--- src/rtl/itf_bus_arbiter.sv ---
// Round-robin arbiter granting one client at a time onto a shared 8-bit addr/data bus.
// A grant lasts until the owner signals last, reaches MAX_BEATS, or drops its request.
module itf_bus_arbiter #(
  parameter int NUM_CLI   = 4,
  parameter int MAX_BEATS = 4,
  localparam int IDX_W    = (NUM_CLI > 1) ? $clog2(NUM_CLI) : 1
) (
  input  logic                 clk,
  input  logic                 rst,
  input  logic [NUM_CLI-1:0]   req,
  input  logic [NUM_CLI-1:0]   last,
  input  logic [8*NUM_CLI-1:0] cli_addr,
  input  logic [8*NUM_CLI-1:0] cli_data,
  output logic [NUM_CLI-1:0]   gnt,
  output logic                 bus_valid,
  input  logic                 bus_ready,
  output logic [7:0]           bus_addr,
  output logic [7:0]           bus_data,
  output logic                 busy,
  output logic [1:0]           dbg_state,
  output logic [3:0]           dbg_beat_cnt,
  output logic [IDX_W-1:0]     dbg_rr_ptr
);

  typedef enum logic [1:0] {
    IDLE = 2'd0,
    OWN  = 2'd1,
    GAP  = 2'd2
  } state_t;

  state_t             state_q, state_d;
  logic [NUM_CLI-1:0] gnt_q, gnt_d;
  logic [IDX_W-1:0]   idx_q, idx_d;
  logic [IDX_W-1:0]   ptr_q, ptr_d;
  logic [3:0]         cnt_q, cnt_d;

  logic               pick_found;
  logic [IDX_W-1:0]   pick_idx;
  logic [IDX_W-1:0]   cand;
  logic [IDX_W-1:0]   ptr_after;
  int                 scan;

  // Scan clients starting at the round-robin pointer, wrapping at NUM_CLI.
  always_comb begin
    pick_found = 1'b0;
    pick_idx   = '0;
    scan       = 0;
    cand       = '0;
    for (int k = 0; k < NUM_CLI; k++) begin
      scan = int'(ptr_q) + k;
      if (scan >= NUM_CLI) scan = scan - NUM_CLI;
      cand = IDX_W'(scan);
      if (!pick_found && req[cand]) begin
        pick_found = 1'b1;
        pick_idx   = cand;
      end
    end
  end

  assign ptr_after = (idx_q == IDX_W'(NUM_CLI - 1)) ? '0 : idx_q + IDX_W'(1);

  // Handshake: a beat moves on a posedge where bus_valid && bus_ready; the
  // owner holds addr/data stable while bus_ready is low, with no timeout.
  always_comb begin
    state_d = state_q;
    gnt_d   = gnt_q;
    idx_d   = idx_q;
    ptr_d   = ptr_q;
    cnt_d   = cnt_q;
    case (state_q)
      IDLE: begin
        if (pick_found) begin
          state_d = OWN;
          gnt_d   = {{(NUM_CLI-1){1'b0}}, 1'b1} << pick_idx;
          idx_d   = pick_idx;
          cnt_d   = '0;
        end
      end
      OWN: begin
        if (!req[idx_q]) begin
          state_d = GAP;
          gnt_d   = '0;
          ptr_d   = ptr_after;
        end else if (bus_ready) begin
          cnt_d = cnt_q + 4'd1;
          if (last[idx_q] || cnt_d == 4'(MAX_BEATS)) begin
            state_d = GAP;
            gnt_d   = '0;
            ptr_d   = ptr_after;
          end
        end
      end
      GAP:     state_d = IDLE;
      default: state_d = IDLE;
    endcase
  end

  always_ff @(posedge clk or negedge rst) begin
    if (!rst) begin
      state_q <= IDLE;
      gnt_q   <= '0;
      idx_q   <= '0;
      ptr_q   <= '0;
      cnt_q   <= '0;
    end else begin
      state_q <= state_d;
      gnt_q   <= gnt_d;
      idx_q   <= idx_d;
      ptr_q   <= ptr_d;
      cnt_q   <= cnt_d;
    end
  end

  assign gnt          = gnt_q;
  assign busy         = (state_q != IDLE);
  assign bus_valid    = (state_q == OWN) && req[idx_q];
  assign bus_addr     = (state_q == OWN) ? cli_addr[8*idx_q +: 8] : 8'h00;
  assign bus_data     = (state_q == OWN) ? cli_data[8*idx_q +: 8] : 8'h00;
  assign dbg_state    = state_q;
  assign dbg_beat_cnt = cnt_q;
  assign dbg_rr_ptr   = ptr_q;

endmodule

--- config.mk ---
export PLATFORM = sky130hd
export DESIGN_NAME = itf_bus_arbiter
export DESIGN_NICKNAME = d
export VERILOG_FILES = /design/src/rtl/itf_bus_arbiter.sv
export SDC_FILE = /design/constraint.sdc
export NUM_CORES = 1
export LEC_CHECK = 0
export CORE_ASPECT_RATIO = 1.4
export CORE_UTILIZATION = 36
export DETAILED_ROUTE_END_ITERATION = 6
export PLACE_DENSITY_LB_ADDON = 0.08
export SLEW_MARGIN = 20
export SYNTH_ARGS = -nofsm -noshare
export SYNTH_HDL_FRONTEND = slang
export SYNTH_SLANG_ARGS = --single-unit
--- constraint.sdc ---
create_clock -name clk -period 2.55 [get_ports clk]
set_input_delay 0.51 -clock clk [delete_from_list [all_inputs] [get_ports clk]]
set_output_delay 0.51 -clock clk [all_outputs]
set_load 0.05 [all_outputs]
==> impl_metrics.py, run 1 <==
metrics = {
    "outcome": {
        "status": "completed",
    },
    "cells_and_area": {
        "fillers": 276,
        "post-route-util_pct": 69.23,
        "nNetsFinal": 300,
        "multi_input_area_um2": 910.9,
        "drive_gt1_share_pct": 18.55,
        "regArea_um2": 350.3,
        "synthToLayoutAreaGrowth_pct": 80.21,
        "antenna_cells": 0,
    },
    "detailed_routing": {
        "first_pass_iters": 4,
        "ant_nets": 0,
        "vias": 1406,
        "viasPerCell": 5.387,
        "wl_um": 4397,
        "detailedRoute.firstIterationViolations": 29,
        "wl_per_cell_um": 16.85,
        "drc": 0,
    },
    "floorplan": {
        "die_h_um": 74.02,
        "pin_count": 105,
        "die_x_um": 53.45,
        "start_util_pct": 38.41,
        "die_area_um2": 3956,
        "rows": 25,
        "core_um2": 3472,
    },
    "yosys": {
        "synth_edf_count": 0,
        "synth_area_leaders": "dfrtp_1 26%, mux4_1 16%, mux4_2 15%",
        "yosys_warnings": 0,
        "synth-seq-cells": 14,
        "ys_types": 37,
        "synth_area_leader_cell": "dfrtp_1",
        "async_flop_share_pct": 100.0,
        "ys.flop_type": "dfrtp_1",
        "synth_nets": 194,
        "synth_seq_area_share_pct": 26.27,
        "avgSynthCellArea_um2": 11.40,
        "synth_top_area_share_pct": 26.27,
        "synth_cells": 117,
        "netlist_area_um2": 1334,
    },
    "power": {
        "p_leak_nw": 0.9847,
        "vdd_ir_drop_max_v": 0.001084,
        "power_density_nw_per_um2": 1119,
    },
    "cts": {
        "root_buffer": "clkbuf_8",
        "cts_hold_buf": 0,
        "htree_levels": 1,
        "cts_resized": 0,
        "cts_buffers": 3,
        "cts_max_path_buffers": 2,
        "clkLatencyLatePin_ns": 0.24,
        "cts_tree": "built",
        "clkTransAtPathRegs_ns": 0.05,
        "clock-sinks": 14,
        "post-cts-setup-buffers": 0,
    },
    "place": {
        "port_buffers": 104,
        "hpwl_um": 3587,
        "gp_congestion": 0.7513,
    },
    "worst_setup_path": {
        "start_kind": "input port",
        "reg2reg_slack_ns": 0.64,
        "crit_fanout": 5,
        "max_stage_delay_ns": 0.50,
        "crit_path_cell_trace": "clkdlybuf4s50_1 > mux4_2 > nor2b_1 > buf_4",
        "arrival_ns": 1.91,
        "crit_type": "in2out",
        "critPathSlowestCell": "mux4_2",
        "crit_required_ns": 2.04,
        "crit_path_end_kind": "output pin",
    },
    "timing": {
        "min_period_ns": 2.417,
        "tns_ns": 0,
        "maxSlewViolCount": 0,
        "slew_headroom_pct": 48.23,
        "rsz0062_at_grt": "no",
        "max_freq_mhz": 413.7,
        "fin_skew_ns": 0.001840,
        "setup_viol": 0,
        "fin_crit_sh_pct": 94.79,
        "hold_viol": 0,
        "max_slew.worst_pin.slew_ns": 0.7765,
    },
    "global_routing": {
        "grt_use_total_pct": 22.66,
        "grt_max_degree": 20,
        "gr-total-overflow": 0,
        "grt_pass1_wl_um": 6534,
        "grt_pass1_vias": 1479,
        "antenna_found_initial": 0,
    },
    "worst_hold_path": {
        "min_path_type": "reg2reg",
    },
    "flow_run": {
        "max_cap_viol_count": 0,
    },
}
==> area by class of cell <==
cell class	instances	share of cell area (%)
Sequential cell	14	14.58
Tap cell	40	2.082
Multi-Input combinational cell	90	37.90
Timing Repair Buffer	108	42.79
Inverter	6	0.9370
Clock buffer	3	1.718
==> layer usage <==
layer	track usage [%]	wire, um	up-vias
met5	0	0	-
met3	3.476	402	8
met2	44.86	2387	66
li1	-	-	655
met1	21.85	1514	677
met4	9.942	93	0
==> through the flow <==
stage	hold WS, ns	cells	instance area (um2)	power, mW	setup slack, ns
after floorplan	0.2144	117	1334	1.932	0.1633
after global placement	0.5126	258	2362	2.488	0.1475
after detailed placement	0.5190	258	2362	2.530	0.1463
after CTS	0.5284	261	2404	2.722	0.1252
after global routing	0.5449	261	2404	2.848	0.08002
final	0.5230	261	2404	2.690	0.1329
==> synthesized netlist by cell type (all sizes together) (3+ instances only) <==
| cell | count |
|---|---|
| mux4 | 17 |
| nand2b | 4 |
| dfrtp | 14 |
| mux2 | 3 |
| inv | 6 |
| a21oi | 8 |
| buf | 4 |
| nor2 | 4 |
| nor2b | 17 |
| o21ai | 5 |
| nand3 | 4 |
| nand2 | 8 |
| clkbuf | 3 |
==> state kept, by name, indices dropped and copies added (netlist names) <==
name,cells
dbg_beat_cnt,4
dbg_rr_ptr,2
dbg_state,2
gnt,4
idx_q,2
==> cells by family (layout without fill, tap and decap cells) <==
family | count (synthesis) | count (layout) | synth area share, %
adders and majority gates | 2 | 2 | 1.876
muxes | 22 | 22 | 35.55
DFF | 14 | 14 | 26.27
and+or+nand+nor | 43 | 43 | 18.67
AOI/OAI and AO/OA | 22 | 22 | 11.54
xor gates and xnor gates | 1 | 1 | 0.6568
buffers and inverters | 13 | 117 | 5.441
==> power breakdown <==
group / internal [mW] / switching [mW]
Combinational: 0.870 / 1.26
Sequential: 0.307 / 0.0778
Clock: 0.104 / 0.0706
==> final timing paths <==
check                                  endpoint     start  cells after the start
worst max-delay path                  bus_valid    req[0]                      4
max in group asynchronous                gnt[0]       rst                      1
worst max register to register    dbg_rr_ptr[0]  idx_q[0]                      5
worst min-delay path                     gnt[3]    gnt[3]                      2
min in group asynchronous       dbg_beat_cnt[3]       rst                      1
worst min register to register           gnt[3]    gnt[3]                      2
==> worst max-delay path: cells and delay by family <==
kind / cells / cell delay (ns)
buffers and inverters: 2 / 0.73
muxes: 1 / 0.50
and+or+nand+nor: 1 / 0.17
==> cells in the final DEF, fill, tap and decap left out <==
master,instances
buf_4,21
a41oi_2,1
o31ai_1,1
mux4_2,9
nand2_1,7
inv_1,6
xnor2_1,1
nand2b_1,4
o22ai_1,1
nor3b_1,1
nand2_2,1
ha_1,2
o31a_1,1
a211o_1,1
nor2b_1,17
mux4_1,8
or2_2,1
clkbuf_8,3
a21oi_1,7
a21o_1,1
mux2_4,2
a22o_1,1
or3_1,1
mux2i_1,2
nand3b_1,2
nor2_1,4
o21ai_0,5
clkdlybuf4s50_1,87
a21oi_4,1
a31oi_1,1
nand3_1,4
nand4b_2,1
mux2_2,1
a211oi_1,1
dfrtp_1,14
(Power assumes the default switching activity.)
==> run 2: changes to the inputs <==
CORE_MARGIN = 5   (was unset)
==> impl_metrics.py, run 2 (same netlist as run 1, synthesis figures left out) <==
metrics = {
    "cts": {
        "cts_buffers": 3,
        "cts_tree": "built",
        "clkTransAtPathRegs_ns": 0.06,
        "clock-sinks": 14,
        "post-cts-setup-buffers": 0,
        "clkLatencyLatePin_ns": 0.24,
        "cts_hold_buf": 0,
        "cts_resized": 0,
        "cts_max_path_buffers": 2,
        "root_buffer": "clkbuf_8",
        "htree_levels": 1,
    },
    "global_routing": {
        "gr-total-overflow": 0,
        "grt_use_total_pct": 19.08,
        "antenna_found_initial": 0,
        "grt_max_degree": 19,
        "grt_pass1_wl_um": 7182,
        "grt_pass1_vias": 1444,
    },
    "detailed_routing": {
        "wl_met1_um": 1755,
        "drc": 0,
        "first_pass_iters": 4,
        "maxUsedRoutingLayer": "met4",
        "dr_wl_met3_um": 478,
        "ant_nets": 0,
        "met2WireLength_um": 2586,
        "viasPerCell": 5.260,
        "wl_per_cell_um": 18.28,
        "detailedRoute.firstIterationViolations": 37,
        "wl_um": 4844,
        "vias": 1394,
    },
    "timing": {
        "rsz0062_at_grt": "no",
        "slew_headroom_pct": 48.76,
        "fin_crit_sh_pct": 95.73,
        "whs_ns": 0.5260,
        "max_slew.worst_pin.slew_ns": 0.7685,
        "setup_viol": 0,
        "maxSlewViolCount": 0,
        "fin_skew_ns": 0.0009906,
        "tns_ns": 0,
        "max_freq_mhz": 409.7,
        "min_period_ns": 2.441,
        "hold_viol": 0,
    },
    "floorplan": {
        "core_um2": 3611,
        "die_x_um": 61.45,
        "pin_count": 105,
        "die_h_um": 82.02,
        "die_area_um2": 5040,
        "rows": 26,
        "start_util_pct": 36.94,
    },
    "cells_and_area": {
        "synthToLayoutAreaGrowth_pct": 81.99,
        "layout_common_cells": "87 x clkdlybuf4s50_1, 22 x buf_4, 17 x nor2b_1",
        "fillers": 304,
        "stdcell_count": 265,
        "nNetsFinal": 301,
        "final_common_cell": "clkdlybuf4s50_1",
        "post-route-util_pct": 67.22,
        "antenna_cells": 0,
        "drive_gt1_share_pct": 19.28,
    },
    "worst_setup_path": {
        "crit_type": "in2out",
        "critPathSlowestCell": "mux4_2",
        "max_stage_delay_ns": 0.51,
        "crit_path_cell_trace": "clkdlybuf4s50_1 > mux4_2 > nor2b_1 > buf_4",
        "crit_fanout": 5,
        "crit_path_end_kind": "output pin",
        "crit_required_ns": 2.04,
        "arrival_ns": 1.93,
        "regToRegStartpoint": "idx_q[1]",
        "start_kind": "input port",
        "cp-startpoint": "req[0]",
    },
    "power": {
        "vdd_ir_drop_max_v": 0.0008721,
        "p_leak_nw": 0.9971,
        "power_density_nw_per_um2": 1133,
    },
    "flow_run": {
        "max_cap_viol_count": 0,
    },
    "place": {
        "placed_cells": 261,
        "port_buffers": 104,
        "hpwl_um": 3968,
        "gp_congestion": 0.7406,
    },
    "worst_hold_path": {
        "min_path_type": "reg2reg",
        "worstHoldStart": "gnt[2]",
    },
    "outcome": {
        "status": "completed",
    },
}
## run 2: metrics by stage
step / instance area (um2) / total power [mW] / setup slack (ns)
after floorplan: 1334 / 1.932 / 0.1633
after global placement: 2372 / 2.522 / 0.1426
after detailed placement: 2372 / 2.557 / 0.1319
after CTS: 2427 / 2.781 / 0.1105
after global routing: 2427 / 2.905 / 0.05290
final: 2427 / 2.751 / 0.1090
## run 2: layout make-up
type	instances	area (um2)	area share (%)
inverter	6	22.52	0.9278
tap	42	52.55	2.165
multi-input combinational	90	910.9	37.53
timing repair buffer	109	1036	42.68
clock buffer	4	55.05	2.268
sequential	14	350.3	14.43
## run 2: worst max-delay path: cells and delay by family
| family | cells | cell delay, ns |
|---|---|---|
| multiplexers | 1 | 0.51 |
| AND/OR/NAND/NOR | 1 | 0.18 |
| buffers and inverters | 2 | 0.73 |
## run 2: path summary, 6_finish.rpt
path,end,slack [ns],cells past startpoint
worst max register to register,dbg_rr_ptr[1],0.58,6
worst min register to register,gnt[2],0.53,2
min in group asynchronous,dbg_beat_cnt[3],0.66,1
worst max-delay path,bus_valid,0.11,4
max in group asynchronous,dbg_rr_ptr[0],1.48,1
worst min-delay path,gnt[2],0.53,2
## run 2: where the power goes
group / internal (mW) / switching, mW
registers: 0.306 / 0.0927
clock network: 0.137 / 0.0767
logic: 0.879 / 1.26
## run 2: routing by layer
layer / global-route usage (%) / up-vias
met5: 0 / -
met4: 4.459 / 0
met3: 3.459 / 2
met2: 37.71 / 63
met1: 19.90 / 672
li1: - / 657
